==> config.mk <==
export PLATFORM = sky130hd
export DESIGN_NAME = adder_share_arbiter
export DESIGN_NICKNAME = d
export VERILOG_FILES = /design/src/rtl/adder_share_arbiter.sv
export SDC_FILE = /design/constraint.sdc
export NUM_CORES = 1
export LEC_CHECK = 0
export BUFFER_PORTS_ARGS = -buffer_cell sky130_fd_sc_hd__buf_2
export CORE_AREA = 2 2 198 200
export DETAILED_ROUTE_END_ITERATION = 6
export DIE_AREA = 0 0 200 202
export PLACE_DENSITY = 0.51
export SLEW_MARGIN = 10
export SYNTH_ARGS = -nofsm -noshare
export SYNTH_HDL_FRONTEND = slang
export SYNTH_SLANG_ARGS = --single-unit
==> constraint.sdc <==
create_clock -name clk -period 8.6 [get_ports clk]
set_input_delay 1.72 -clock clk [delete_from_list [all_inputs] [get_ports clk]]
set_output_delay 1.72 -clock clk [all_outputs]
set_load 0.05 [all_outputs]
==> src/rtl/adder_share_arbiter.sv <==
// Round-robin arbiter that time-shares one external combinational adder among N_REQ requesters.
// Operands are registered toward the adder and the result is captured into a per-requester response slot.
module adder_share_arbiter #(
   parameter int N_REQ = 4,
   parameter int WIDTH = 32
) (
   input  logic                   clk,
   input  logic                   rst,
   input  logic [N_REQ-1:0]       req_valid,
   input  logic [N_REQ*WIDTH-1:0] req_a,
   input  logic [N_REQ*WIDTH-1:0] req_b,
   input  logic [N_REQ-1:0]       req_cin,
   output logic [N_REQ-1:0]       req_ready,
   output logic [N_REQ-1:0]       rsp_valid,
   output logic [N_REQ*WIDTH-1:0] rsp_sum,
   output logic [N_REQ-1:0]       rsp_cout,
   input  logic [N_REQ-1:0]       rsp_ready,
   output logic [WIDTH-1:0]       add_a,
   output logic [WIDTH-1:0]       add_b,
   output logic                   add_cin,
   input  logic [WIDTH-1:0]       add_s,
   input  logic                   add_cout,
   output logic                   busy
);
   localparam int IDXW = (N_REQ > 1) ? $clog2(N_REQ) : 1;

   typedef enum logic {
      IDLE = 1'b0,
      BUSY = 1'b1
   } state_t;

   state_t           state_q;
   logic [IDXW-1:0]  ptr_q;
   logic [IDXW-1:0]  owner_q;
   logic [N_REQ-1:0] rsp_valid_q;
   logic [N_REQ-1:0] rsp_valid_d;
   logic [N_REQ-1:0] rsp_cout_q;
   logic [WIDTH-1:0] rsp_sum_q [N_REQ];
   logic [WIDTH-1:0] add_a_q;
   logic [WIDTH-1:0] add_b_q;
   logic             add_cin_q;

   logic [WIDTH-1:0] op_a [N_REQ];
   logic [WIDTH-1:0] op_b [N_REQ];
   logic [N_REQ-1:0] eligible;
   logic             grant_found;
   logic [IDXW-1:0]  grant_idx;
   logic [IDXW-1:0]  cand;

   genvar gi;
   generate
      for (gi = 0; gi < N_REQ; gi++) begin : g_lane
         assign op_a[gi] = req_a[gi*WIDTH +: WIDTH];
         assign op_b[gi] = req_b[gi*WIDTH +: WIDTH];
         assign rsp_sum[gi*WIDTH +: WIDTH] = rsp_sum_q[gi];
      end
   endgenerate

   // A requester holding an unconsumed result is skipped, so capture never collides with clear.
   assign eligible = req_valid & ~rsp_valid_q;

   always_comb begin
      grant_found = 1'b0;
      grant_idx   = '0;
      cand        = '0;
      for (int k = 0; k < N_REQ; k++) begin
         cand = ptr_q + IDXW'(k);
         if (!grant_found && eligible[cand]) begin
            grant_found = 1'b1;
            grant_idx   = cand;
         end
      end
   end

   always_comb begin
      req_ready = '0;
      if (!rst && (state_q == IDLE) && grant_found) begin
         req_ready[grant_idx] = 1'b1;
      end
   end

   always_comb begin
      rsp_valid_d = rsp_valid_q & ~rsp_ready;
      if (state_q == BUSY) begin
         rsp_valid_d[owner_q] = 1'b1;
      end
   end

   always_ff @(posedge clk or posedge rst) begin
      if (rst) begin
         state_q     <= IDLE;
         ptr_q       <= '0;
         owner_q     <= '0;
         rsp_valid_q <= '0;
         rsp_cout_q  <= '0;
         for (int i = 0; i < N_REQ; i++) begin
            rsp_sum_q[i] <= '0;
         end
         add_a_q     <= '0;
         add_b_q     <= '0;
         add_cin_q   <= 1'b0;
      end else begin
         rsp_valid_q <= rsp_valid_d;
         case (state_q)
            IDLE: begin
               if (grant_found) begin
                  add_a_q   <= op_a[grant_idx];
                  add_b_q   <= op_b[grant_idx];
                  add_cin_q <= req_cin[grant_idx];
                  owner_q   <= grant_idx;
                  state_q   <= BUSY;
               end
            end
            BUSY: begin
               // The adder has had the whole BUSY cycle to settle from the operand registers.
               rsp_sum_q[owner_q]  <= add_s;
               rsp_cout_q[owner_q] <= add_cout;
               ptr_q               <= owner_q + IDXW'(1);
               state_q             <= IDLE;
            end
            default: state_q <= IDLE;
         endcase
      end
   end

   assign rsp_valid = rsp_valid_q;
   assign rsp_cout  = rsp_cout_q;
   assign add_a     = add_a_q;
   assign add_b     = add_b_q;
   assign add_cin   = add_cin_q;
   assign busy      = (state_q == BUSY);

endmodule

Yosys cells after proc, flatten, opt, wreduce, memory -nomap -nowiden
Index checks and enable logic that the tools add are counted.
{"block": "word_totals", "ff_bits": 206, "output_inout_bits": 206}
{"block": "op_classes", "addsub": 4, "order_cmp": 11, "n_mux": 36, "n_bitwise": 8, "n_reduce_logical": 13}
{"operator": "two-way mux 32 bit", "n": 5}
{"operator": "binary-select mux 32 bit (select 2 bit)", "n": 2}
{"operator": "bitwise mux 128 bit", "n": 1}
{"operator": "demux 32 bit (select 2 bit)", "n": 1}
{"operator": "less-than comparator 2 x 3 -> 1 bit, second input constant", "n": 6}
{"operator": "two-way mux 1 bit", "n": 12}
{"operator": "binary-select mux 1 bit (select 2 bit)", "n": 5}
{"operator": "bitwise AND 4 bit", "n": 2}
{"operator": "logical AND 1 bit", "n": 8}
{"operator": "two-way mux 2 bit", "n": 4}
{"operator": "two-way mux 4 bit", "n": 2}
{"operator": "inverter 4 bit", "n": 2}
{"operator": ">= comparator 3 bit, second input constant", "n": 2}
{"operator": "inverter 2 -> 3 bit", "n": 2}
{"operator": "adder 2 x 1 -> 2 bit, second input constant", "n": 2}
{"operator": "adder 2 bit, second input constant", "n": 2}
{"operator": "bitwise mux 4 bit", "n": 1}
{"operator": "demux 1 bit (select 2 bit)", "n": 2}
{"operator": ">= comparator 2 x 1 -> 1 bit, second input constant", "n": 2}
{"operator": "logical NOT 1 bit", "n": 4}
{"operator": "OR 4 bit", "n": 1}
{"operator": "less-than comparator 3 x 1 -> 1 bit, second input constant", "n": 1}
{"operator": "one-hot mux 1 bit (2 select lines)", "n": 1}
{"operator": "AND reduction 2 bit", "n": 1}
{"operator": "inverter 1 bit", "n": 1}

Depth between registers and ports, before layout
Gate-level depths: netlist of run 1.
{"block": "depth", "depth_word": 19, "mapped_depth": 9, "mapped_depth_nobuf": 7}

Least setup slack after synthesis of run 1
Ideal clock, no wire load.
{"block": "synth_timing", "kind": "input to output", "from": "input port rst", "to": "output port req_ready[0]", "arrival_ns": 6.949, "required_ns": 6.880, "path_slack_ns": -0.069, "cell_stages": 2, "cell_sequence": "inv_1 and3_1"}
{"block": "synth_via", "elab_chain_len": 4}
{"element": "start, declared", "line": "8", "text": "input logic rst,"}
{"element": "logical NOT 1 bit (no line)"}
{"element": "logical AND 1 bit (2 in a row)", "line": "77", "text": "if (!rst && (state_q == IDLE) && grant_found) begin"}
{"element": "two-way mux 4 bit", "line": "77"}
{"element": "end, declared", "line": "13", "text": "output logic [N_REQ-1:0] req_ready,"}
No other way between the ends.

Worst setup path after layout of run 1
{"block": "layout_timing", "from": "input port req_valid[2]", "to": "output port req_ready[0]"}
{"block": "layout_via", "elab_chain_len": 18}
{"element": "start, declared", "line": "9", "text": "input logic [N_REQ-1:0] req_valid,"}
{"element": "bitwise AND 4 bit (*)", "line": "60", "text": "assign eligible = req_valid & ~rsp_valid_q;"}
{"element": "binary-select mux 1 bit (select 2 bit)", "line": "68", "text": "if (!grant_found && eligible[cand]) begin"}
{"element": "two-way mux 1 bit (not written as such)", "line": "68"}
{"element": "two-way mux 1 bit", "line": "68"}
{"element": "logical NOT 1 bit", "line": "68"}
{"element": "logical AND 1 bit", "line": "68"}
{"element": "two-way mux 1 bit", "line": "68"}
{"element": "logical NOT 1 bit", "line": "68"}
{"element": "(+2 left out)"}
{"element": "logical NOT 1 bit", "line": "68"}
{"element": "logical AND 1 bit", "line": "68"}
{"element": "two-way mux 2 bit", "line": "68"}
{"element": "less-than comparator 2 x 3 -> 1 bit (not written as such) / >= comparator 2 x 1 -> 1 bit (equally long branches)", "line": "78", "text": "req_ready[grant_idx] = 1'b1;"}
{"element": "logical AND 1 bit (not written as such)", "line": "78"}
{"element": "two-way mux 1 bit (not written as such)", "line": "78"}
{"element": "demux 1 bit (select 2 bit)", "line": "78"}
{"element": "two-way mux 4 bit (*)", "line": "77"}
Mark *: on every way between the ends. The rest lies on a longest branch, timed or not. The select of a mux whose other input is x is not followed.

==> results.sh, run 1 <==
export IMPL_status="complete, no violations"
export IMPL_grt_usage_pct=16.4
export IMPL_rows=72
export IMPL_cp_slowest_cell="buf_4"
export IMPL_first_pass_iters=7
export IMPL_critPathCaptureType="primary output"
export IMPL_clock_root_buffer="clkbuf_16"
export IMPL_clock_latency_ps=540
export IMPL_drv_cap=0
export IMPL_power_mw=6.74
export IMPL_power_density_mw_per_mm2=512
export IMPL_cts_sinks=206
export IMPL_overflow=0
export IMPL_grt_use_met1_pct=18.6
export IMPL_synth_compound_area_share_pct=17.9
export IMPL_nets=1514
export IMPL_synth_edf_count=0
export IMPL_startpoint_type="input port"
export IMPL_gp_congestion=0.773
export IMPL_final_area_sq_mm=0.0132
export IMPL_cpLargestDelayFamily="buffers and inverters"
export IMPL_final_antenna_net_count=0
export IMPL_cts_tree="yes"
export IMPL_hold_viol_final=0
export IMPL_yosysMostFrequentCell="dfrtp_1"
export IMPL_endpoint="req_ready[0]"
export IMPL_vdd_ir_drop_worst_v=0.000282
export IMPL_hold_path_class="reg2reg"
export IMPL_register_area_sq_mm=0.00515
export IMPL_drive_above_1_share_pct=57.6
export IMPL_fmax_ghz=0.181
export IMPL_cts_buffer_depth=3
export IMPL_yosys_area_share_xor_xnor_pct=0
export IMPL_cts_max_level=1
export IMPL_viasPerCell=4.82
export IMPL_r2r_cells=9
export IMPL_gr_usage_met2_pct=28.3
export IMPL_synthTopCellsByArea="dfrtp_1 (55%), mux2_2 (16%), a222oi_1 (6.9%), a32oi_1 (6.0%), o21ai_1 (3.5%)"
export IMPL_num_vias=8411
export IMPL_num_fill_cells=3907
export IMPL_worst_setup_path_type="in2out"
export IMPL_wl_per_cell_um=20.0
export IMPL_min_period_ps=5530
export IMPL_synth_nets=1042
export IMPL_path_max_fanout=69
export IMPL_cts_buffers=25
export IMPL_slew_violations=0
export IMPL_routed_wl_um=34900
export IMPL_yosysTopAreaCell="dfrtp_1"
export IMPL_fin_hold_ws_ps=492
export IMPL_reg2reg_to="add_a[17]"
export IMPL_yosysTopAreaCellShare_pct=54.5
export IMPL_min_delay_start="add_a[25]"
export IMPL_reg2reg_from="rsp_valid[2]"
export IMPL_drc_errors=0
export IMPL_worstSetupStartpoint="req_valid[2]"
export IMPL_initial_utilization_pct=24.7
export IMPL_synth_mux_area_share_pct=15.8
export IMPL_die_h_um=202
export IMPL_utilization_pct=34.4
export IMPL_io_pins=509
export IMPL_die_area_sq_mm=0.0404
export IMPL_holdPathStages=2
export IMPL_yosysUniqueCellTypes=35
export IMPL_syn_area_per_cell_sq_um=12.9
export IMPL_tightestPinTransition_ps=1120
export IMPL_cts_hold_buf=0
export IMPL_placed_area_sq_mm=0.0123
export IMPL_cp_slowest_stage_delay_ps=620
export IMPL_synthAdderAreaFrac_pct=0.529
export IMPL_required_ps=6880
export IMPL_drtIter0Drc=615
export IMPL_cts_resized=0
export IMPL_crit_cells=7
export IMPL_arrival_ps=3810
export IMPL_hpwl_um=24700
export IMPL_synth_top_family_by_area="compound AO/OA/AOI/OAI gates"
export IMPL_ff2ff_setup_slack_ps=5620
export IMPL_path_cells="buf_2, nor2b_4, buf_4, o21ai_1, a211o_2, and3_1, buf_2"
export IMPL_setup_viol=0
export IMPL_areaGrowthSynthToFinish_pct=39.3
export IMPL_port_buffers=508
export IMPL_synth_seq_cells=206
export IMPL_path_buf_inv=3
export IMPL_die_w_um=200
export IMPL_synth_top_cells_by_count="dfrtp_1 (206), mux2_2 (133), o21ai_1 (66)"
export IMPL_top_usage_layer="met2"
export IMPL_crit_top_cell="buf_2"
export IMPL_synthFlopType="dfrtp_1"
export IMPL_grt_start_max_net_pins=141
export IMPL_synthArstFlopShare_pct=100
export IMPL_finClkSkew_ps=17.4
export IMPL_syn_inst=735
export IMPL_multi_input_area_sq_mm=0.00387
export IMPL_grt_pass1_vias=8522
export IMPL_yosys_area_share_simple_pct=6.23
export IMPL_synthesis_area_sq_mm=0.00946
export IMPL_antenna_found_initial=4
export IMPL_grt_pass1_wl_um=51200
export IMPL_tns_ps=0
export IMPL_use_met3_pct=6.42
export IMPL_rsz0062_at_grt="no"
export IMPL_cts_clk_slew_worst_paths_ps=50
export IMPL_finalCritPeriodShare_pct=64.3
export IMPL_ys_seq_area_share_pct=54.5
export IMPL_coreArea_sq_mm=0.0383
export IMPL_slew_headroom_pct=25.1
export IMPL_leakagePower_nw=6.15
export IMPL_post_cts_buffers=0
export IMPL_yosysWarnings=0
==> power breakdown <==
part	switching (mW)	total, mW	internal (mW)
Combinational	2.86	3.93	1.07
Clock	0.423	1.06	0.639
Sequential	0.274	1.74	1.47
==> cell type report <==
cell class / instances / area share, %
repair buffers: 517 / 19.9
well taps: 518 / 4.92
inverters: 8 / 0.275
diodes: 3 / 0.0570
clock inverters: 4 / 0.503
flip-flops and latches: 206 / 39.1
multi-input cells: 449 / 29.4
clock buffers: 41 / 5.81
==> stage by stage <==
stage	worst slack (ps)	instances
floorplan	1420	735
global placement	3050	1698
detailed placement	3000	1698
CTS	3010	1743
global route	2920	1745
finish	3070	1746
==> registers in the layout, indices dropped and copies added (netlist names) <==
name       cells
ptr_q          2
add_cin        1
owner_q        2
busy           1
rsp_cout       4
add_b         32
rsp_valid      4
add_a         32
rsp_sum      128
==> layout by cell type (no fill, tap or decap), drive strengths merged <==
master	count
a21oi	8
ha	4
o32ai	1
clkinvlp	2
nand2	8
o21ai	72
nor2b	2
nand3b	1
a21o	1
or3b	1
and2	65
a211o	1
and2b	2
o22ai	2
buf	517
or2b	1
clkbuf	41
inv	9
mux2	133
dfrtp	206
a222oi	65
nor3	4
diode	3
nor2	4
bufinv	1
a211oi	1
and3	4
nand2b	3
o31ai	1
a32oi	65
==> worst min-delay path by stage <==
stage                        to  slack (ps)
global placement      add_b[20]         480
global route        rsp_sum[55]         510
floorplan              ptr_q[0]         490
CTS                    add_a[1]         500
detailed placement    add_b[17]         480
finish                add_a[25]         490
==> per-layer routing <==
metal / vias up / wire (um)
li1: 3824 / -
met1: 4129 / 13100
met2: 402 / 17000
met3: 54 / 3770
met4: 2 / 1030
met5: - / 17
==> tightest hold or removal path, cell delays in order (launching register included) <==
cell,delay (ps)
dfrtp_1,330
a32oi_1,60
o21ai_1,60
==> kinds of logic (layout without fill, tap and decap cells) <==
logic type,after synthesis,after routing
multiplexers,133,133
flip-flops,206,206
AND/OR/NAND/NOR,95,95
AO/OA/AOI/OAI,217,217
adder cells (fa/ha/maj),4,4
other,0,3
buffers and inverters,80,570
Note: power is estimated with default switching activity, not from simulation.
==> run 2, diff against run 1 <==
--- a/config.mk
+++ b/config.mk
@@ -5,11 +5,12 @@
 export SDC_FILE = /design/constraint.sdc
 export NUM_CORES = 1
 export LEC_CHECK = 0
+export ABC_AREA = 1
 export BUFFER_PORTS_ARGS = -buffer_cell sky130_fd_sc_hd__buf_2
 export CORE_AREA = 2 2 198 200
 export DETAILED_ROUTE_END_ITERATION = 6
 export DIE_AREA = 0 0 200 202
-export PLACE_DENSITY = 0.51
+export PLACE_DENSITY = 0.54
 export SLEW_MARGIN = 10
 export SYNTH_ARGS = -nofsm -noshare
 export SYNTH_HDL_FRONTEND = slang
==> constraint.sdc (replaced) <==
create_clock -name clk -period 5.1 [get_ports clk]
set_input_delay 1.02 -clock clk [delete_from_list [all_inputs] [get_ports clk]]
set_output_delay 1.02 -clock clk [all_outputs]
set_load 0.05 [all_outputs]
==> results.sh, run 2 <==
export IMPL_cts_resized=0
export IMPL_final_common_cell="nand2_1"
export IMPL_cts_buffers=24
export IMPL_port_buffers=508
export IMPL_tightestPinTransition_ps=957
export IMPL_ys_seq_area_share_pct=49.3
export IMPL_gp_congestion=0.847
export IMPL_path_buf_inv=2
export IMPL_grt_pass1_wl_um=58800
export IMPL_required_ps=4080
export IMPL_yosysWarnings=0
export IMPL_routed_wl_um=38700
export IMPL_syn_area_per_cell_sq_um=7.13
export IMPL_clock_root_buffer="clkbuf_16"
export IMPL_cts_sinks=206
export IMPL_drc_errors=0
export IMPL_viasPerCell=4.46
export IMPL_synth_seq_cells=206
export IMPL_hpwl_um=28300
export IMPL_cts_buffer_depth=3
export IMPL_die_area_sq_mm=0.0404
export IMPL_rows=72
export IMPL_cts_tree="yes"
export IMPL_grt_usage_pct=18.5
export IMPL_largest_reg_flops=128
export IMPL_yosysMostFrequentCell="nand2_1"
export IMPL_synthTopCellsByArea="dfrtp_1 (49%), nand2_1 (29%), nand3_1 (6.7%), o21ai_0 (6.7%), buf_2 (1.7%)"
export IMPL_grt_start_max_net_pins=88
export IMPL_yosysTopAreaCellShare_pct=49.3
export IMPL_cp_slowest_cell="dfrtp_1"
export IMPL_worst_setup_path_type="reg2out"
export IMPL_finClkSkew_ps=7.25
export IMPL_synth_edf_count=0
export IMPL_nets=2222
export IMPL_wl_per_cell_um=15.7
export IMPL_synthFlopType="dfrtp_1"
export IMPL_status="complete, no violations"
export IMPL_drive_above_1_share_pct=30.0
export IMPL_antenna_found_initial=17
export IMPL_cts_hold_buf=0
export IMPL_first_pass_iters=5
export IMPL_rsz0062_at_grt="no"
export IMPL_cts_clk_slew_worst_paths_ps=60
export IMPL_die_h_um=202
export IMPL_arrival_ps=3020
export IMPL_finalCritPeriodShare_pct=79.2
export IMPL_fmax_ghz=0.247
export IMPL_hold_viol_final=0
export IMPL_num_vias=10978
export IMPL_io_pins=509
export IMPL_clock_latency_ps=520
export IMPL_slew_headroom_pct=36.2
export IMPL_setup_viol=0
export IMPL_final_antenna_net_count=0
export IMPL_path_cells="nand3_1, nand3_1, nand2_1, a21oi_1, nand2_4, nand2_4, inv_2, nor3_1, buf_2"
export IMPL_initial_utilization_pct=27.3
export IMPL_syn_inst=1465
export IMPL_critPathCaptureType="primary output"
export IMPL_drtIter0Drc=518
export IMPL_synth_top_cells_by_count="nand2_1 (812), dfrtp_1 (206), nand3_1 (140), o21ai_0 (140), clkbuf_1 (47)"
export IMPL_synthesis_area_sq_mm=0.0104
export IMPL_synthArstFlopShare_pct=100
export IMPL_cp_slowest_stage_delay_ps=630
export IMPL_num_fill_cells=4174
export IMPL_yosysUniqueCellTypes=21
export IMPL_drv_cap=0
export IMPL_overflow=0
export IMPL_startpoint_type="flop"
export IMPL_grt_pass1_vias=10630
export IMPL_coreArea_sq_mm=0.0383
export IMPL_areaGrowthSynthToFinish_pct=35.2
export IMPL_die_w_um=200
export IMPL_hold_path_class="reg2reg"
export IMPL_post_cts_buffers=0
export IMPL_cts_max_level=1
export IMPL_path_max_fanout=45
export IMPL_final_cell_mix="nand2_1 (807), buf_2 (508), dfrtp_1 (206), o21ai_0 (140), nand3_1 (140)"
export IMPL_cpLargestDelayFamily="simple AND/OR/NAND/NOR gates"
export IMPL_slew_violations=0
export IMPL_synth_nets=1772
export IMPL_fin_hold_ws_ps=472
export IMPL_yosysTopAreaCell="dfrtp_1"
export IMPL_min_period_ps=4040
[run 2: cell types whose count changed in the layout (fill, tap and decap cells not counted), sizes merged, moves of 11 or more]
cell,previous run,this run
and2,65,0
o21ai,72,140
nand2,8,814
mux2,133,0
a32oi,65,0
diode,3,14
a222oi,65,0
nand3,0,142
inv,9,47
[run 2: cell type report]
type | instances | area [sq um] | share of cell area, %
antenna | 14 | 35.0 | 0.248
clock buffer | 34 | 699 | 4.95
clock inverter | 9 | 98.8 | 0.700
inverter | 47 | 180 | 1.28
multi-input combinational | 1112 | 4640 | 32.9
sequential | 206 | 5150 | 36.5
tap | 518 | 648 | 4.59
timing repair buffer | 524 | 2660 | 18.9
[run 2: stage by stage]
step	setup slack, ps	utilization (%)	setup TNS (ps)	instance area (sq um)	std cells
after floorplan	-714	-	-2850	10500	1465
after global placement	1020	34.7	0	13300	2407
after detailed placement	955	34.7	0	13300	2407
after CTS	1020	36.8	0	14100	2450
after global routing	778	36.9	0	14100	2460
final	1060	36.9	0	14100	2464
[run 2: cells by family (layout without fill, tap and decap cells)]
| family | Yosys count | after routing | share of synthesized area (%) |
|---|---|---|---|
| AOI/OAI and AO/OA | 141 | 141 | 6.75 |
| xor gates and xnor gates | 2 | 2 | 0.240 |
| adders and majority gates | 4 | 4 | 0.479 |
| buffers and inverters | 147 | 614 | 6.50 |
| DFF | 206 | 206 | 49.3 |
| other | 0 | 14 | 0 |
| and+or+nand+nor | 965 | 965 | 36.7 |
[run 2: path summary, 6_finish.rpt]
check | startpoint | end | slack (ps) | cells after the start
hold / removal | add_b[21] | add_b[21] | 470 | 2
setup / recovery | ptr_q[0] | req_ready[0] | 1060 | 9
max in group asynchronous | rst | rsp_sum[108] | 2460 | 4
hold reg to reg | add_b[21] | add_b[21] | 470 | 2
min in group asynchronous | rst | rsp_valid[2] | 620 | 2
setup reg to reg | ptr_q[0] | add_b[0] | 1390 | 14
[run 2: per-layer routing]
metal	up-vias	wire (um)	global-route usage (%)
li1	5501	-	-
met1	4981	15600	22.6
met2	426	18100	30.7
met3	64	4030	6.12
met4	6	866	5.58
met5	-	41	0
[run 2: worst register-to-register path: cells and delay by family, from the launching register on]
family | cells | cell delay (ps)
AND/OR/NAND/NOR | 11 | 1620
buffers and inverters | 2 | 1150
flip-flops | 1 | 630
AO/OA/AOI/OAI | 1 | 250
Power of run 2 is not shown: default switching activity piles up to over one toggle a cycle in this logic, so the estimate is an artifact.
==> run 3, diff against run 2 <==
--- a/config.mk
+++ b/config.mk
@@ -5,12 +5,12 @@
 export SDC_FILE = /design/constraint.sdc
 export NUM_CORES = 1
 export LEC_CHECK = 0
-export ABC_AREA = 1
+export ABC_AREA = 0
 export BUFFER_PORTS_ARGS = -buffer_cell sky130_fd_sc_hd__buf_2
 export CORE_AREA = 2 2 198 200
 export DETAILED_ROUTE_END_ITERATION = 6
 export DIE_AREA = 0 0 200 202
-export PLACE_DENSITY = 0.54
+export PLACE_DENSITY = 0.51
 export SLEW_MARGIN = 10
 export SYNTH_ARGS = -nofsm -noshare
 export SYNTH_HDL_FRONTEND = slang
==> constraint.sdc (replaced) <==
create_clock -name clk -period 3.75 [get_ports clk]
set_input_delay 0.75 -clock clk [delete_from_list [all_inputs] [get_ports clk]]
set_output_delay 0.75 -clock clk [all_outputs]
set_load 0.05 [all_outputs]
==> results.sh, run 3 (synthesis results as in run 1) <==
export IMPL_grt_usage_pct=17.2
export IMPL_cts_resized=0
export IMPL_overflow=0
export IMPL_cp_slowest_cell="dfrtp_1"
export IMPL_finalCritPeriodShare_pct=81.8
export IMPL_cts_tree="yes"
export IMPL_drv_cap=0
export IMPL_die_h_um=202
export IMPL_first_pass_iters=7
export IMPL_wl_per_cell_um=20.9
export IMPL_multi_input_area_sq_mm=0.00387
export IMPL_routed_wl_um=36600
export IMPL_initial_utilization_pct=24.7
export IMPL_drive_above_1_share_pct=57.8
export IMPL_place_ws_ps=841
export IMPL_gp_congestion=0.824
export IMPL_dpl_cell_count=1701
export IMPL_io_pins=509
export IMPL_fin_cells=1752
export IMPL_path_max_fanout=12
export IMPL_rows=72
export IMPL_hold_viol_final=0
export IMPL_tightestPinTransition_ps=1090
export IMPL_worst_slack_ps=683
export IMPL_p_switching_mw=8.25
export IMPL_grt_pass1_wl_um=53000
export IMPL_required_ps=3000
export IMPL_cts_buffers=25
export IMPL_status="finished with violations"
export IMPL_slew_violations=0
export IMPL_worst_setup_path_type="reg2out"
export IMPL_hpwl_um=25700
export IMPL_finClkSkew_ps=7.90
export IMPL_seqPwrFrac_pct=25.9
export IMPL_path_cells="or3b_4, a21oi_2, nor3_2, and3_1, buf_2"
export IMPL_cts_max_level=1
export IMPL_slew_headroom_pct=27.4
export IMPL_viasPerCell=4.88
export IMPL_cts_buffer_depth=3
export IMPL_areaGrowthSynthToFinish_pct=39.1
export IMPL_p_int_mw=7.20
export IMPL_min_period_ps=3070
export IMPL_swShare_pct=53.4
export IMPL_final_antenna_net_count=0
export IMPL_port_buffers=508
export IMPL_drc_errors=1
export IMPL_critPathCaptureType="primary output"
export IMPL_placed_area_sq_mm=0.0124
export IMPL_cp_slowest_stage_delay_ps=580
export IMPL_violations="design-rule violations"
export IMPL_num_fill_cells=3928
export IMPL_final_common_cell="buf_2"
export IMPL_combPwrFrac_pct=58.9
export IMPL_coreArea_sq_mm=0.0383
export IMPL_rsz0062_at_grt="no"
export IMPL_final_cell_mix="buf_2 (508), dfrtp_1 (206), mux2_2 (133), o21ai_1 (66)"
export IMPL_grt_start_max_net_pins=164
export IMPL_die_w_um=200
export IMPL_hold_path_class="in2reg"
export IMPL_num_vias=8548
export IMPL_cts_hold_buf=0
export IMPL_cts_sinks=206
export IMPL_cpLargestDelayFamily="simple AND/OR/NAND/NOR gates"
export IMPL_leakagePower_nw=6.16
export IMPL_clock_root_buffer="clkbuf_16"
export IMPL_nets=1517
export IMPL_die_area_sq_mm=0.0404
export IMPL_largest_reg_flops=128
export IMPL_pwr_share_clk_pct=15.1
export IMPL_antenna_found_initial=8
export IMPL_drtIter0Drc=637
export IMPL_fmax_ghz=0.326
export IMPL_startpoint_type="flop"
export IMPL_grt_pass1_vias=8927
export IMPL_power_mw=15.4
export IMPL_clock_latency_ps=550
export IMPL_setup_viol=0
export IMPL_final_area_sq_mm=0.0132
export IMPL_path_buf_inv=1
export IMPL_cts_clk_slew_worst_paths_ps=60
export IMPL_vdd_ir_drop_worst_v=0.000781
export IMPL_post_cts_buffers=0
export IMPL_power_density_mw_per_mm2=1170
export IMPL_register_area_sq_mm=0.00515
export IMPL_arrival_ps=2320
## run 3: cell types whose count changed in the layout (fill, tap and decap cells not counted), moves of 66 or more
cell | previous run | this run
mux2_2 | 0 | 133
o21ai_1 | 0 | 66
nand3_1 | 140 | 0
nand2_1 | 807 | 4
o21ai_0 | 140 | 6
## run 3: path summary, 6_finish.rpt
kind,cells past startpoint,end,start,slack (ps)
worst min-delay path,2,rsp_valid[2],rsp_ready[2],380
worst min register to register,2,add_b[10],add_b[10],490
worst max register to register,6,add_a[29],ptr_q[1],1260
min in group asynchronous,3,rsp_sum[92],rst,430
worst max-delay path,5,req_ready[3],ptr_q[1],680
max in group asynchronous,4,add_b[15],rst,2150
## run 3: area by class of cell
type | count | area share [%]
flip-flops and latches | 206 | 39.2
multi-input cells | 449 | 29.4
repair buffers | 520 | 20.1
clock buffers | 38 | 5.58
well taps | 518 | 4.93
clock inverters | 8 | 0.418
inverters | 8 | 0.276
diodes | 5 | 0.0951
## run 3: routing by layer
metal,part of all wire [%],global-route usage [%]
met1,37,18.9
met2,48,29.4
met3,11,6.84
met4,4.3,6.90
met5,0.11,0
## run 3: power by group through the flow
stage	sequential [mW]	clock [mW]	combinational, mW
after floorplan	7.77	0	3.14
after global placement	3.98	0	9.18
after detailed placement	4.02	0	9.22
after CTS	4.01	2.43	9.23
after global routing	4.16	2.52	9.62
final	4.01	2.33	9.10
## run 3: per-stage QoR
stage                     hold slack [ps]  TNS [ps]  util [%]
after floorplan                       495     -4470         -
after global placement                477         0      32.3
after detailed placement              485         0      32.3
after CTS                             341         0      34.3
after global routing                  350         0      34.3
final                                 380         0      34.4
